==> config.mk <==
export PLATFORM = sky130hd
export DESIGN_NAME = shot_clock_ctrl
export DESIGN_NICKNAME = d
export VERILOG_FILES = /design/src/rtl/shot_clock_ctrl_pkg.sv /design/src/rtl/shot_tick_div.sv /design/src/rtl/shot_clock_ctrl.sv
export SDC_FILE = /design/constraint.sdc
export NUM_CORES = 1
export LEC_CHECK = 0
export CORE_MARGIN = 4
export CORE_UTILIZATION = 45
export CTS_BUF_LIST = sky130_fd_sc_hd__clkbuf_8
export CTS_CLUSTER_DIAMETER = 40
export DETAILED_ROUTE_END_ITERATION = 10
export GPL_ROUTABILITY_DRIVEN = 0
export PLACE_DENSITY_LB_ADDON = 0.2
export SYNTH_ARGS = -nofsm -noshare
export SYNTH_HDL_FRONTEND = slang
export SYNTH_SLANG_ARGS = --single-unit
==> constraint.sdc <==
create_clock -name clk -period 3.65 [get_ports clk]
set_input_delay 0.5475 -clock clk [delete_from_list [all_inputs] [get_ports clk]]
set_output_delay 0.5475 -clock clk [all_outputs]
set_load 0.1 [all_outputs]
==> src/rtl/shot_clock_ctrl_pkg.sv <==
// Shared definitions for the shot-clock controller: state encoding, possession
// constants, default parameter values and the tally saturating increment.
package shot_clock_ctrl_pkg;

    typedef enum logic [1:0] {
        ST_IDLE  = 2'd0,
        ST_RUN   = 2'd1,
        ST_PAUSE = 2'd2,
        ST_BUZZ  = 2'd3
    } state_e;

    localparam logic POSS_A = 1'b0;
    localparam logic POSS_B = 1'b1;

    localparam int DEF_CNT_W       = 4;
    localparam int DEF_SHOT_TIME   = 9;
    localparam int DEF_TICK_DIV    = 10;
    localparam int DEF_BUZZ_CYCLES = 3;

    localparam int TALLY_W = 4;

    function automatic logic [TALLY_W-1:0] tally_sat_inc(input logic [TALLY_W-1:0] v);
        return (v == {TALLY_W{1'b1}}) ? v : v + 1'b1;
    endfunction

endpackage

==> src/rtl/shot_tick_div.sv <==
// Count-tick prescaler: counts 0..TICK_DIV-1 while enabled, holds otherwise,
// and flags a tick on the cycle it sits at TICK_DIV-1.
module shot_tick_div #(
    parameter int TICK_DIV = 10
) (
    input  logic clk,
    input  logic rst_n,
    input  logic clr,
    input  logic en,
    output logic tick
);

    localparam int PW = (TICK_DIV > 1) ? $clog2(TICK_DIV) : 1;
    localparam logic [PW-1:0] LAST = PW'(TICK_DIV - 1);

    logic [PW-1:0] presc_q;
    logic [PW-1:0] presc_d;

    always_comb begin
        presc_d = presc_q;
        if (clr) begin
            presc_d = '0;
        end else if (en) begin
            presc_d = (presc_q == LAST) ? '0 : presc_q + 1'b1;
        end
    end

    assign tick = en && (presc_q == LAST);

    always_ff @(posedge clk or negedge rst_n) begin
        if (!rst_n) begin
            presc_q <= '0;
        end else begin
            presc_q <= presc_d;
        end
    end

endmodule

==> src/rtl/shot_clock_ctrl.sv <==
// Shot-clock controller: possession arbitration, count-down/reload and buzzer.
// Optional per-team shot tallies are enabled with SHOT_CLOCK_CTRL_TALLY_EN.
module shot_clock_ctrl
    import shot_clock_ctrl_pkg::*;
#(
    parameter int CNT_W       = DEF_CNT_W,
    parameter int SHOT_TIME   = DEF_SHOT_TIME,
    parameter int TICK_DIV    = DEF_TICK_DIV,
    parameter int BUZZ_CYCLES = DEF_BUZZ_CYCLES
) (
    input  logic             clk,
    input  logic             rst_n,
    input  logic             start,
    input  logic             stop,
    input  logic             pause,
    input  logic             shoot_a,
    input  logic             shoot_b,
    output logic [CNT_W-1:0] count,
    output logic             buzz,
    output logic             poss,
    output logic             shot_ack,
`ifdef SHOT_CLOCK_CTRL_TALLY_EN
    output logic [TALLY_W-1:0] tally_a,
    output logic [TALLY_W-1:0] tally_b,
`endif
    output logic             running
);

    localparam logic [CNT_W-1:0] RELOAD = CNT_W'(SHOT_TIME);
    localparam logic [CNT_W-1:0] ONE    = CNT_W'(1);
    localparam int BW = (BUZZ_CYCLES > 1) ? $clog2(BUZZ_CYCLES) : 1;
    localparam logic [BW-1:0] BUZZ_LAST = BW'(BUZZ_CYCLES - 1);

    state_e           state_q, state_d;
    logic [CNT_W-1:0] count_q, count_d;
    logic [BW-1:0]    bcnt_q, bcnt_d;
    logic             buzz_q, buzz_d;
    logic             poss_q, poss_d;
    logic             ack_q, ack_d;
    logic             run_q, run_d;
    logic             sa_prev_q, sa_prev_d;
    logic             sb_prev_q, sb_prev_d;
`ifdef SHOT_CLOCK_CTRL_TALLY_EN
    logic [TALLY_W-1:0] tally_a_q, tally_a_d;
    logic [TALLY_W-1:0] tally_b_q, tally_b_d;
`endif

    logic presc_clr;
    logic presc_en;
    logic tick;
    logic rise_a;
    logic rise_b;
    logic accept;

    shot_tick_div #(.TICK_DIV(TICK_DIV)) u_div (
        .clk  (clk),
        .rst_n(rst_n),
        .clr  (presc_clr),
        .en   (presc_en),
        .tick (tick)
    );

    assign rise_a   = shoot_a & ~sa_prev_q;
    assign rise_b   = shoot_b & ~sb_prev_q;
    // Prescaler only advances in RUN when nothing higher-priority freezes it.
    assign presc_en = (state_q == ST_RUN) && !stop && !pause;
    assign accept   = presc_en && ((poss_q == POSS_A) ? rise_a : rise_b);

    always_comb begin
        state_d   = state_q;
        count_d   = count_q;
        bcnt_d    = bcnt_q;
        buzz_d    = buzz_q;
        poss_d    = poss_q;
        ack_d     = 1'b0;
        presc_clr = 1'b0;
        sa_prev_d = (state_q == ST_PAUSE) ? sa_prev_q : shoot_a;
        sb_prev_d = (state_q == ST_PAUSE) ? sb_prev_q : shoot_b;
`ifdef SHOT_CLOCK_CTRL_TALLY_EN
        tally_a_d = tally_a_q;
        tally_b_d = tally_b_q;
`endif
        if (stop) begin
            state_d = ST_IDLE;
            buzz_d  = 1'b0;
        end else begin
            case (state_q)
                ST_IDLE: begin
                    if (start) begin
                        count_d   = RELOAD;
                        presc_clr = 1'b1;
                        state_d   = ST_RUN;
`ifdef SHOT_CLOCK_CTRL_TALLY_EN
                        tally_a_d = '0;
                        tally_b_d = '0;
`endif
                    end
                end
                ST_RUN: begin
                    if (pause) begin
                        state_d = ST_PAUSE;
                    end else if (accept) begin
                        count_d   = RELOAD;
                        presc_clr = 1'b1;
                        poss_d    = ~poss_q;
                        ack_d     = 1'b1;
`ifdef SHOT_CLOCK_CTRL_TALLY_EN
                        if (poss_q == POSS_A) tally_a_d = tally_sat_inc(tally_a_q);
                        else                  tally_b_d = tally_sat_inc(tally_b_q);
`endif
                    end else if (tick && (count_q != '0)) begin
                        count_d = count_q - 1'b1;
                        if (count_q == ONE) begin
                            state_d = ST_BUZZ;
                            buzz_d  = 1'b1;
                            bcnt_d  = '0;
                        end
                    end
                end
                ST_PAUSE: begin
                    if (!pause) state_d = ST_RUN;
                end
                ST_BUZZ: begin
                    if (bcnt_q == BUZZ_LAST) begin
                        buzz_d    = 1'b0;
                        poss_d    = ~poss_q;
                        count_d   = RELOAD;
                        presc_clr = 1'b1;
                        state_d   = ST_RUN;
                    end else begin
                        bcnt_d = bcnt_q + 1'b1;
                    end
                end
                default: state_d = ST_IDLE;
            endcase
        end
        run_d = (state_d == ST_RUN);
    end

    always_ff @(posedge clk or negedge rst_n) begin
        if (!rst_n) begin
            state_q   <= ST_IDLE;
            count_q   <= '0;
            bcnt_q    <= '0;
            buzz_q    <= 1'b0;
            poss_q    <= POSS_A;
            ack_q     <= 1'b0;
            run_q     <= 1'b0;
            sa_prev_q <= 1'b0;
            sb_prev_q <= 1'b0;
`ifdef SHOT_CLOCK_CTRL_TALLY_EN
            tally_a_q <= '0;
            tally_b_q <= '0;
`endif
        end else begin
            state_q   <= state_d;
            count_q   <= count_d;
            bcnt_q    <= bcnt_d;
            buzz_q    <= buzz_d;
            poss_q    <= poss_d;
            ack_q     <= ack_d;
            run_q     <= run_d;
            sa_prev_q <= sa_prev_d;
            sb_prev_q <= sb_prev_d;
`ifdef SHOT_CLOCK_CTRL_TALLY_EN
            tally_a_q <= tally_a_d;
            tally_b_q <= tally_b_d;
`endif
        end
    end

    assign count    = count_q;
    assign buzz     = buzz_q;
    assign poss     = poss_q;
    assign shot_ack = ack_q;
    assign running  = run_q;
`ifdef SHOT_CLOCK_CTRL_TALLY_EN
    assign tally_a  = tally_a_q;
    assign tally_b  = tally_b_q;
`endif

endmodule
[Word-level counts from Yosys, hierarchy flattened]
Index checks and enable logic that the tools add are counted.
Cells by class
  bitwise logic cells: 6
  add/sub/neg operators: 3
  reduce and logical (&&, ||, !) cells: 17
  equality and inequality tests: 21
  multiplexer cells: 44
Operators by type and width (count)
  $mux W4: 8
  $mux W2: 13
  $mux W1: 17
  $ne A2 B2 Y1 const B: 6
  $pmux W4 S3: 1
  $reduce_and A6 Y1: 2
  $ne A3 B2 Y1 const B: 3
  $ne A3 B3 Y1 const B: 3
  $pmux W2 S4: 1
  $reduce_and A7 Y1: 1
  $eq A2 B2 Y1 const B: 3
  $reduce_bool A3 Y1: 2
  $logic_and A1 B1 Y1: 5
  $reduce_and A5 Y1: 1
  $add A4 B1 Y4 const B: 1
  $eq A2 B1 Y1 const B: 2
  $eq A4 B1 Y1 const B: 1
  $eq A4 B4 Y1 const B: 1
  $ne A2 B1 Y1 const B: 2
  $not A1 Y1: 4
  $pmux W1 S2: 2
  $pmux W2 S2: 1
  $reduce_bool A2 Y1: 2
  $reduce_bool A4 Y1: 1
  other kinds (6): 8
Storage, ports and cells
  input port bits: 7
  register bits: 18
  logic and storage cells: 101

[Logic depth before layout (Yosys ltp)]
  depth in word-level cells: 11
  depth in mapped cells: 7
  depth with buffers taken out: 6

[By module]
From an unflattened synthesis, not the netlist that was laid out.
Unflattened totals
  cell total of the unflattened synthesis: 114
  area total of the unflattened synthesis: 1098.6 um^2
By module, submodules not included
  shot_clock_ctrl: instances 1, cells an instance 88, area each 857.1 um^2, seq. area each 350.3 um^2
  shot_tick_div: instances 1, cells an instance 26, area each 241.5 um^2, seq. area each 100.1 um^2

[Worst setup path after synthesis]
OpenSTA, ideal clock, no wires.
  path type: reg2reg
  start point: reg count_q[0], in the netlist count[0]
  end point: reg bcnt_q[1]
  path buffers: 0
  required time: 3526 ps
  cell stages (with the launch flop): 6
  period minus slack after synthesis: 2262 ps
  library setup time: 124 ps
  arrival time: 2138 ps
  slack: 1388 ps
  cells stage by stage: dfrtp_1 ha_1 nor3b_1 or4bb_1 a2bb2oi_1 o21ai_1
Between the ends
  cells in the longest elaborated chain, start to end: 4
RTL lines
  from (decl): line shot_clock_ctrl.sv:35  | logic [CNT_W-1:0] count_q, count_d;
  from (signal assigned): line shot_clock_ctrl.sv:157  | count_q <= count_d;
  $reduce_bool A4 Y1: line shot_clock_ctrl.sv:111  | end else if (tick && (count_q != '0)) begin
  $logic_and A1 B1 Y1: line shot_clock_ctrl.sv:111
  $ne A2 B1 Y1 (no line)
  $reduce_and A7 Y1 (no line) (*)
  to (signal assigned): line shot_clock_ctrl.sv:158  | bcnt_q <= bcnt_d;
  to (decl): line shot_clock_ctrl.sv:36  | logic [BW-1:0] bcnt_q, bcnt_d;
Every way passes the cells marked *; elsewhere a longest branch is shown, timed or not.
A chain may end at the register's enable or synchronous reset.

[Final worst setup path]
  start point: reg count_q[0], in the netlist count[0]
  end point: out count[0]
RTL lines
  to (decl): line shot_clock_ctrl.sv:18  | output logic [CNT_W-1:0] count,
No word-level cell between the ends.

==> flow_results.xml <==
<?xml version="1.0" encoding="UTF-8"?>
<metrics>
  <group name="floorplan">
    <metric name="die_area" unit="um^2">3170</metric>
    <metric name="fp.dieW" unit="um">56.3</metric>
    <metric name="rows" unit="">17</metric>
    <metric name="dieHeight" unit="um">56.3</metric>
    <metric name="start_util" unit="">0.475</metric>
    <metric name="coreArea" unit="um^2">2210</metric>
    <metric name="io_pins" unit="">15</metric>
  </group>
  <group name="worst_setup_path">
    <metric name="type_of_the_setup_path_with_the_least_slack" unit="">flop to primary output</metric>
    <metric name="crit_path_start" unit="">count[0]$_DFFE_PN0P_</metric>
    <metric name="worstReg2RegEnd" unit="">bcnt_q[1]$_DFFE_PN0P_</metric>
    <metric name="critical-path-slowest-cell" unit="">sky130_fd_sc_hd__clkdlybuf4s50_1</metric>
    <metric name="cp_cell_sequence" unit="">clkdlybuf4s50_1</metric>
    <metric name="r2r-start" unit="">count[1]$_DFFE_PN0P_</metric>
    <metric name="r2r_slack" unit="ps">1820</metric>
    <metric name="critical_path.max_fanout" unit="">6</metric>
    <metric name="worstPathArrival" unit="ps">1870</metric>
    <metric name="timing.critical_path.slowest_cell_delay" unit="ps">1170</metric>
    <metric name="start_kind" unit="">flop</metric>
    <metric name="required" unit="ps">3100</metric>
    <metric name="worst_r2r_path_depth" unit="">6</metric>
    <metric name="crit_path_end_kind" unit="">primary output</metric>
    <metric name="path_buf_inv" unit="">1</metric>
    <metric name="cpLargestDelayFamily" unit="">buffers and inverters</metric>
  </group>
  <group name="layout">
    <metric name="postLayoutCellArea" unit="um^2">1250</metric>
    <metric name="fin_nets" unit="">131</metric>
    <metric name="drive_gt1_frac" unit="">0.100</metric>
    <metric name="non_filler_instance_count_after_layout" unit="">148</metric>
    <metric name="diodes" unit="">0</metric>
    <metric name="area.growth.synth_to_final" unit="%">19.4</metric>
  </group>
  <group name="worst_hold_path">
    <metric name="holdCritPathClass" unit="">flop to flop</metric>
    <metric name="hold_path_end" unit="">sb_prev_q$_DFFE_PN0N_</metric>
    <metric name="whs_path_depth" unit="">1</metric>
    <metric name="hold_path_startpoint" unit="">sb_prev_q$_DFFE_PN0N_</metric>
  </group>
  <group name="synth">
    <metric name="ys_warn_count" unit="">0</metric>
    <metric name="syn_inst" unit="">105</metric>
    <metric name="synth_top_cells_by_area" unit="">sky130_fd_sc_hd__dfrtp_1 (43%), sky130_fd_sc_hd__a21oi_1 (4.3%), sky130_fd_sc_hd__ha_1 (3.6%)</metric>
    <metric name="mappedNetlistArea" unit="um^2">1050</metric>
    <metric name="syn_area_per_cell" unit="um^2">10.0</metric>
    <metric name="netlist.top_cell.by_area" unit="">sky130_fd_sc_hd__dfrtp_1</metric>
    <metric name="number_of_different_library_cells_in_the_post_synthesis_netlist" unit="">40</metric>
    <metric name="synth_seq_cells" unit="">18</metric>
    <metric name="netlist.area_leader.share" unit="">0.429</metric>
    <metric name="ys_seq_area_frac" unit="">0.429</metric>
    <metric name="synth_nets" unit="">115</metric>
  </group>
  <group name="pwr">
    <metric name="total_leakage_power" unit="uW">0.000533</metric>
    <metric name="p_int" unit="uW">342</metric>
    <metric name="netSwitchingPower" unit="uW">162</metric>
    <metric name="power.total" unit="uW">503</metric>
    <metric name="clock_power_frac" unit="">0.323</metric>
    <metric name="power_frac_comb" unit="">0.228</metric>
    <metric name="netSwitchingFraction" unit="">0.322</metric>
    <metric name="power.density_cell_area" unit="nW/um^2">402</metric>
    <metric name="vdd_drop_max" unit="mV">0.334</metric>
    <metric name="sequentialPowerShare" unit="">0.449</metric>
  </group>
  <group name="sta">
    <metric name="fin_crit_sh" unit="">0.661</metric>
    <metric name="setup-tns-final" unit="ps">0</metric>
    <metric name="slew_at_the_pin_with_the_worst_max_slew_slack" unit="ps">975</metric>
    <metric name="hold_violations_final" unit="">0</metric>
    <metric name="report.final.slew_viol_count" unit="">0</metric>
    <metric name="max_freq" unit="MHz">414</metric>
    <metric name="max_slew_margin" unit="">0.348</metric>
    <metric name="fin_worst_skew" unit="ps">3.43</metric>
    <metric name="setup_violations" unit="">0</metric>
    <metric name="layout_setup_ws" unit="ps">1240</metric>
    <metric name="post-route-min-period" unit="ps">2410</metric>
    <metric name="grt_setup_unrepaired" unit="">no</metric>
  </group>
  <group name="route">
    <metric name="wirelength" unit="mm">2.01</metric>
    <metric name="wl_met1" unit="um">887</metric>
    <metric name="detailed_routed_wire_length_on_met2" unit="um">979</metric>
    <metric name="route.vias.total" unit="">820</metric>
    <metric name="wire_per_inst" unit="um">13.5</metric>
    <metric name="drc" unit="">0</metric>
    <metric name="route.top_layer_used" unit="">met4</metric>
    <metric name="via_per_inst" unit="">5.54</metric>
    <metric name="met3RoutedLength" unit="um">93</metric>
    <metric name="drt_pass1_iterations" unit="">3</metric>
    <metric name="antenna_left" unit="">0</metric>
    <metric name="first_iter_violations" unit="">12</metric>
  </group>
  <group name="clock_tree">
    <metric name="cts-buffers-inserted" unit="">3</metric>
    <metric name="clk_path_buf_depth" unit="">2</metric>
    <metric name="clk-insertion-delay-late" unit="ps">260</metric>
    <metric name="cts.repair.resized" unit="">0</metric>
    <metric name="cts-root-buf" unit="">sky130_fd_sc_hd__clkbuf_8</metric>
    <metric name="cts.clk_slew.worst_paths" unit="ps">70</metric>
    <metric name="numClockSinks" unit="">18</metric>
    <metric name="number_of_hold_repair_buffers_added_at_the_cts_stage" unit="">0</metric>
    <metric name="htree_levels" unit="">1</metric>
    <metric name="cts_tree" unit="">done</metric>
    <metric name="post_cts_buffers" unit="">0</metric>
  </group>
  <group name="global_route">
    <metric name="first_pass_grt_wire_length" unit="mm">3.60</metric>
    <metric name="globalRoute.totalOverflow" unit="">0</metric>
    <metric name="maximum_number_of_pins_on_one_net_before_global_route_repair" unit="">19</metric>
    <metric name="first_global_vias" unit="">816</metric>
    <metric name="grt_antenna_before_repair" unit="">0</metric>
    <metric name="grt_usage" unit="">0.148</metric>
  </group>
  <group name="place">
    <metric name="placed_wire_length_estimate_after_detailed_placement" unit="mm">1.50</metric>
    <metric name="dpl_worst_slack" unit="ps">1280</metric>
    <metric name="dpl_cell_area" unit="um^2">1200</metric>
    <metric name="io_buffers" unit="">14</metric>
    <metric name="post-place-cells" unit="">144</metric>
  </group>
  <group name="status">
    <metric name="status" unit="">finished, final reports clean</metric>
  </group>
  <group name="job">
    <metric name="maxCapViolations" unit="">0</metric>
  </group>
</metrics>
[power groups by stage]
stage / registers (uW) / logic [uW] / clock network [uW]
2_1_floorplan: 276 / 35.9 / 0
3_3_place_gp: 229 / 115 / 0
3_5_place_dp: 230 / 116 / 0
4_1_cts: 226 / 116 / 169
5_1_grt: 228 / 123 / 180
6_report: 226 / 115 / 162
[metal layers]
layer  global-route usage  up-vias
met5                    0        -
met4               0.0847        0
met3               0.0529        4
met2                0.244       11
met1                0.163      398
li1                     -      407
[flip-flops by register name, summed over array words and instances, names as in the netlist]
register	flops
u_div.presc_q	4
sa_prev_q	1
bcnt_q	2
count	4
state_q	2
running	1
shot_ack	1
buzz	1
poss	1
sb_prev_q	1
[cell type report]
type	count	area, um^2
Fill cell	201	958
Multi-Input combinational cell	79	554
Sequential cell	18	450
Inverter	5	18.8
Timing Repair Buffer	14	140
Tap cell	28	35.0
Clock buffer	4	55.1
[cells by family (layout without fill, tap and decap cells)]
logic type | count (synthesis) | in the layout | share of synthesized area
AND/OR/NAND/NOR | 51 | 51 | 0.325
XOR/XNOR | 3 | 3 | 0.0250
flip-flops | 18 | 18 | 0.429
AO/OA/AOI/OAI | 20 | 20 | 0.120
buffers and inverters | 8 | 23 | 0.0429
adder cells (fa/ha/maj) | 3 | 3 | 0.0358
multiplexers | 2 | 2 | 0.0215
[stage by stage]
stage / hold slack [ps] / utilization
after detailed placement: 492 / 0.542
after global routing: 523 / 0.567
after global placement: 483 / 0.542
after floorplan: 252 / -
final: 502 / 0.567
after CTS: 508 / 0.567
[worst max-delay path by stage]
stage | endpoint | cells after the start
global route | count[0] | 1
CTS | count[0] | 1
detailed placement | count[3]$_DFFE_PN0P_ | 4
global placement | count[3]$_DFFE_PN0P_ | 4
finish | count[0] | 1
floorplan | bcnt_q[1]$_DFFE_PN0P_ | 5
[synth_stat cells]
library cell,number
sky130_fd_sc_hd__nand3_1,3
sky130_fd_sc_hd__nor4bb_1,1
sky130_fd_sc_hd__nor4_2,1
sky130_fd_sc_hd__and3_4,1
sky130_fd_sc_hd__and3_1,3
sky130_fd_sc_hd__a2bb2oi_1,1
sky130_fd_sc_hd__a31oi_1,1
sky130_fd_sc_hd__or2b_1,2
sky130_fd_sc_hd__and4_4,1
sky130_fd_sc_hd__and3b_1,1
sky130_fd_sc_hd__nor2b_1,2
sky130_fd_sc_hd__clkbuf_1,1
sky130_fd_sc_hd__o21ai_1,1
sky130_fd_sc_hd__or4b_4,1
sky130_fd_sc_hd__nor3b_1,4
sky130_fd_sc_hd__nand2b_1,3
sky130_fd_sc_hd__inv_1,5
sky130_fd_sc_hd__or3_1,1
sky130_fd_sc_hd__buf_6,2
sky130_fd_sc_hd__dfrtp_1,18
sky130_fd_sc_hd__nand4_1,1
sky130_fd_sc_hd__ha_1,3
sky130_fd_sc_hd__o22ai_2,1
sky130_fd_sc_hd__o31a_1,1
sky130_fd_sc_hd__nor2_1,10
sky130_fd_sc_hd__or3b_1,1
sky130_fd_sc_hd__o211ai_1,1
sky130_fd_sc_hd__nand2_1,5
sky130_fd_sc_hd__a211oi_1,2
sky130_fd_sc_hd__nand4bb_1,1
sky130_fd_sc_hd__o21bai_1,1
sky130_fd_sc_hd__or2_1,2
sky130_fd_sc_hd__nor4b_4,1
sky130_fd_sc_hd__mux2_2,2
sky130_fd_sc_hd__or4bb_1,1
sky130_fd_sc_hd__nor4_1,2
sky130_fd_sc_hd__xor2_1,3
sky130_fd_sc_hd__o21ai_0,2
sky130_fd_sc_hd__a21oi_1,9
sky130_fd_sc_hd__nor3_1,3
[placed cells by master (no fill, tap or decap), drive strengths merged, types with 2 or more instances in the layout]
master / n
dfrtp: 18
clkdlybuf4s50: 14
nor2: 10
a21oi: 9
inv: 5
nand2: 5
nor3b: 4
clkbuf: 4
and3: 4
nand2b: 3
nor3: 3
nand3: 3
xor2: 3
ha: 3
nor4: 3
o21ai: 3
or2b: 2
or2: 2
a211oi: 2
nor2b: 2
mux2: 2
Note: power is estimated with default switching activity, not from simulation.
